**src/rtl/hack_mem_pkg.sv**
```systemverilog
// Shared definitions for the Hack memory hierarchy: word width, RAM8 geometry
// and the clear-sweep state encoding used by ram8_bank.
package hack_mem_pkg;
   localparam int WORD_W      = 16;
   localparam int RAM8_DEPTH  = 8;
   localparam int RAM8_ADDR_W = 3;

   typedef enum logic {
      IDLE  = 1'b0,
      SWEEP = 1'b1
   } sweep_state_e;
endpackage

```
**src/rtl/register16.sv**
```systemverilog
// WIDTH-bit word register with load enable and synchronous active-low reset.
// One instance per word of the RAM8 bank.
module register16
   import hack_mem_pkg::*;
#(
   parameter int WIDTH = WORD_W
) (
   input  logic             clk,
   input  logic             rst_n,
   input  logic             load,
   input  logic [WIDTH-1:0] d,
   output logic [WIDTH-1:0] q
);

   logic [WIDTH-1:0] data_q;
   logic [WIDTH-1:0] data_d;

   // Hold the stored word unless this register is the one being loaded.
   always_comb begin
      data_d = data_q;
      if (load) begin
         data_d = d;
      end
   end

   // Word storage; reset zeroes the word.
   always_ff @(posedge clk) begin
      if (!rst_n) begin
         data_q <= '0;
      end else begin
         data_q <= data_d;
      end
   end

   assign q = data_q;

endmodule

```
**src/rtl/ram8_bank.sv**
```systemverilog
// RAM8 level of the Hack memory: eight word registers with load steering,
// an address-selected read mux and a self-timed clear sweep that zeroes one
// word per cycle (words 0..7) while busy is high.
// Optional build macro RAM8_REGISTERED_READ_EN registers the read port
// (one cycle of read latency); without it the read is combinational.
module ram8_bank
   import hack_mem_pkg::*;
#(
   parameter int WIDTH = WORD_W,
   parameter int DEPTH = RAM8_DEPTH
) (
   input  logic                   clk,
   input  logic                   rst_n,
   input  logic [WIDTH-1:0]       in,
   input  logic                   load,
   input  logic [RAM8_ADDR_W-1:0] address,
   input  logic                   clear,
   output logic [WIDTH-1:0]       out,
   output logic                   busy
);

   localparam logic [RAM8_ADDR_W-1:0] LAST_IDX = RAM8_ADDR_W'(DEPTH - 1);

   sweep_state_e           state_q, state_d;
   logic [RAM8_ADDR_W-1:0] idx_q, idx_d;
   logic                   busy_q, busy_d;

   logic [RAM8_ADDR_W-1:0] wr_sel;
   logic                   wr_en;
   logic [WIDTH-1:0]       wr_data;
   logic [DEPTH-1:0]       load_vec;
   logic [WIDTH-1:0]       word [DEPTH];
   logic [WIDTH-1:0]       rd_word;

   // Write port: the sweep owns the port while running, so host loads are dropped.
   always_comb begin
      wr_sel  = address;
      wr_en   = load;
      wr_data = in;
      if (state_q == SWEEP) begin
         wr_sel  = idx_q;
         wr_en   = 1'b1;
         wr_data = '0;
      end
   end

   // One-hot load steering: at most one word register changes per cycle.
   always_comb begin
      load_vec = '0;
      for (int i = 0; i < DEPTH; i++) begin
         load_vec[i] = wr_en && (wr_sel == RAM8_ADDR_W'(i));
      end
   end

   for (genvar g = 0; g < DEPTH; g++) begin : g_word
      register16 #(
         .WIDTH (WIDTH)
      ) u_word (
         .clk   (clk),
         .rst_n (rst_n),
         .load  (load_vec[g]),
         .d     (wr_data),
         .q     (word[g])
      );
   end

   assign rd_word = word[address];

   // Sweep sequencing: start on clear in IDLE, walk idx 0..7, return to IDLE after word 7.
   always_comb begin
      state_d = state_q;
      idx_d   = idx_q;
      busy_d  = busy_q;
      case (state_q)
         IDLE: begin
            if (clear) begin
               state_d = SWEEP;
               idx_d   = '0;
               busy_d  = 1'b1;
            end
         end
         SWEEP: begin
            if (idx_q == LAST_IDX) begin
               state_d = IDLE;
               idx_d   = '0;
               busy_d  = 1'b0;
            end else begin
               idx_d = idx_q + 1'b1;
            end
         end
         default: begin
            state_d = IDLE;
            idx_d   = '0;
            busy_d  = 1'b0;
         end
      endcase
   end

   // Sweep state, index and registered busy flag; reset aborts any sweep.
   always_ff @(posedge clk) begin
      if (!rst_n) begin
         state_q <= IDLE;
         idx_q   <= '0;
         busy_q  <= 1'b0;
      end else begin
         state_q <= state_d;
         idx_q   <= idx_d;
         busy_q  <= busy_d;
      end
   end

   assign busy = busy_q;

`ifdef RAM8_REGISTERED_READ_EN
   logic [WIDTH-1:0] out_q;
   logic [WIDTH-1:0] out_d;

   // Next read value is the currently addressed word.
   always_comb begin
      out_d = rd_word;
   end

   // Registered read port; reset forces the output to zero.
   always_ff @(posedge clk) begin
      if (!rst_n) begin
         out_q <= '0;
      end else begin
         out_q <= out_d;
      end
   end

   assign out = out_q;
`else
   assign out = rd_word;
`endif

endmodule

```
**config.mk**
```make
export PLATFORM = sky130hd
export DESIGN_NAME = ram8_bank
export DESIGN_NICKNAME = d
export VERILOG_FILES = /design/src/rtl/hack_mem_pkg.sv /design/src/rtl/register16.sv /design/src/rtl/ram8_bank.sv
export SDC_FILE = /design/constraint.sdc
export NUM_CORES = 1
export LEC_CHECK = 0
export BUFFER_PORTS_ARGS = -buffer_cell sky130_fd_sc_hd__buf_2
export CORE_UTILIZATION = 54
export DETAILED_ROUTE_END_ITERATION = 8
export PLACE_DENSITY_LB_ADDON = 0.2
export SLEW_MARGIN = 20
export SYNTH_ARGS = -nofsm -noshare
export SYNTH_HDL_FRONTEND = slang
export SYNTH_SLANG_ARGS = --single-unit
```
**constraint.sdc**
```tcl
create_clock -name clk -period 2.15 [get_ports clk]
set_clock_uncertainty 0.2 [all_clocks]
set_input_delay 0.43 -clock clk [delete_from_list [all_inputs] [get_ports clk]]
set_output_delay 0.43 -clock clk [all_outputs]
set_load 0.01 [all_outputs]
```
==> flow_summary.toml <==
[run_status]
status = "finished with violations"
violations = "setup timing"

[synthesis]
synth_cells = 534
synth.area.top_cells = "dfxtp_1 44%, mux2i_1 21%, mux4_2 11%, nand2_1 9.2%, mux2_2 3.0%"
synth_nets = 560
yosysSeqAreaShare_pct = 44.18
ys.flop_type = "dfxtp_1"
syn_avg_cell_area_um2 = 11.29
yosysTopAreaCell = "dfxtp_1"
synth.most_common_cell = "nand2_1"
syn_area_um2 = 6027
synth_top_area_share_pct = 44.18
synth-seq-cells = 133
ys_top_cells_by_count = "148 x nand2_1, 133 x dfxtp_1, 128 x mux2i_1"
yosysWarnings = 0
ys_types = 34
ys_async_sr_fraction_pct = 0
synth_edf_count = 0

[layout]
syn_to_final_growth_pct = 20.14
final_core_util_pct = 66.79
stdcell_count = 734
final_cell_area_um2 = 7241
drive_above_1_share_pct = 28.45
diodes = 0
fin_nets = 608

[timing]
worstMarginPinSlew_ps = 968.8
max_freq_mhz = 428.8
fin_crit_sh_pct = 108.5
setup_ws_ps = -182.0
final.min_clock_period_ps = 2332
setup_tns_ps = -2718
grt_setup_unrepaired = "yes"
finalSetupViolCount = 16
slew-limit-headroom_pct = 35.41
finalHoldViolations = 0
drv_slew = 0

[power_and_ir_drop]
power.leakage_uw = 0.003180
vdd_ir_drop_max_v = 0.0006508
total_power_uw = 5914
powerDensity_nw_per_um2 = 816.8

[worst_setup_path]
cp_slowest_cell = "mux4_2"
crit_fanout = 2
worstSetupStartpointType = "flop"
crit_chain = "mux4_2 > mux2_4 > buf_6"
max_stage_delay_ps = 480
end_kind = "output port"
cp.required_ps = 1520
crit_type = "reg -> out"
arrival_ps = 1700

[clock_network]
worstSkewPairLatency_ps = 500
clkSinkCount = 133
cts_buffers = 17
cts_buffer_depth = 2
clockRootBuffer = "clkbuf_8"
cts_tree = "built"
cts_hold_buf = 0
htree_levels = 4
path_clk_slew_ps = 60

[placed_design]
place_area_um2 = 6472
hpwl_um = 8247
dp.cells = 701
port_buffers = 39
place.gp.congestion = 0.7625

[routing]
wl_per_cell_um = 18.19
viasPerCell = 5.620
drt_iter0_drc = 173
drtPass1Iterations = 5
drc = 0
via_count = 4125
totalWireLength_um = 13350
antenna_left = 0

[floorplan]
die_w_um = 107.6
num_io_pins = 40
coreArea_um2 = 10840
floorplan.rows = 38
die_h_um = 107.6
initial_utilization_pct = 55.60
dieArea_um2 = 11590

[run]
cap_violations = 0

[grt]
groute.usage.overall_pct = 24.61
grt_pass1_vias = 4102
grt_max_degree = 134
overflow = 0
antenna_found_initial = 0
grt_pass1_wl_um = 21390

[min_path]
hp-class = "in -> reg"
## power by group
part | switching (uW) | internal (uW) | total (uW)
combinational | 286 | 250 | 536
sequential | 39.9 | 2530 | 2570
clock | 1010 | 1790 | 2800
## metrics by stage
step | worst slack, ps | hold WS, ps
after floorplan | -1.463 | 229.9
after global placement | -218.0 | 237.1
after detailed placement | -241.9 | 244.5
after CTS | -208.4 | 34.49
after global routing | -235.3 | 57.97
final | -182.0 | 55.25
## layer usage
layer  GRT usage, %  vias to the layer above  share of wire [%]  wire (um)
li1               -                     1971                  -          -
met1          31.58                     2041                 46       6159
met2          40.57                       91                 49       6483
met3          6.356                       22                3.8        512
met4          7.534                        0                1.4        192
met5              0                        -                  0          0
## placed cells by master, fill, tap and decap left out, drive strengths merged, types with 3 or more instances in the layout
cell and instances:
buf 69, bufinv 3, clkbuf 23, clkinvlp 3
dfxtp 133, ha 3, mux2 16, mux2i 128
mux4 32, nand2 148, nor2b 3, nor3b 5
o22ai 3
## kinds of logic after synthesis
group | synth area share, %
muxes | 36.33
buffers and inverters | 4.422
and+or+nand+nor | 11.83
DFF | 44.18
AOI/OAI and AO/OA | 2.616
adders and majority gates | 0.6229
## cell type report
class	count	area, um^2
Inverter	1	3.754
Timing Repair Buffer	69	654.4
Fill cell	823	3600
Sequential cell	133	2683
Clock inverter	8	126.4
Clock buffer	23	446.7
Tap cell	140	175.2
Multi-Input combinational cell	360	3152
## sequential cells by signal, summed over array words and instances (netlist names)
name             count
idx_q                3
busy                 1
state_q              1
g_word.u_word.q    128
## critical path: cells and delay by family, from the launching register on
kind	cells	cell delay (ps)
buffers and inverters	1	120
muxes	2	770
DFF	1	310
## repair_timing
item	in CTS	in global routing
setup endpoints to repair	37	16
resized for setup	41	12
setup buffers	1	1
## final timing paths
path / end / depth (start not counted) / slack [ps] / from
setup / recovery: out[0] / 3 / -180 / g_word[7].u_word.q[0]
hold / removal: state_q / 3 / 60 / clear
setup reg to reg: g_word[1].u_word.q[13] / 3 / 70 / state_q
hold reg to reg: g_word[5].u_word.q[3] / 2 / 250 / g_word[5].u_word.q[3]
No activity file was read; power rests on OpenSTA's default activity.
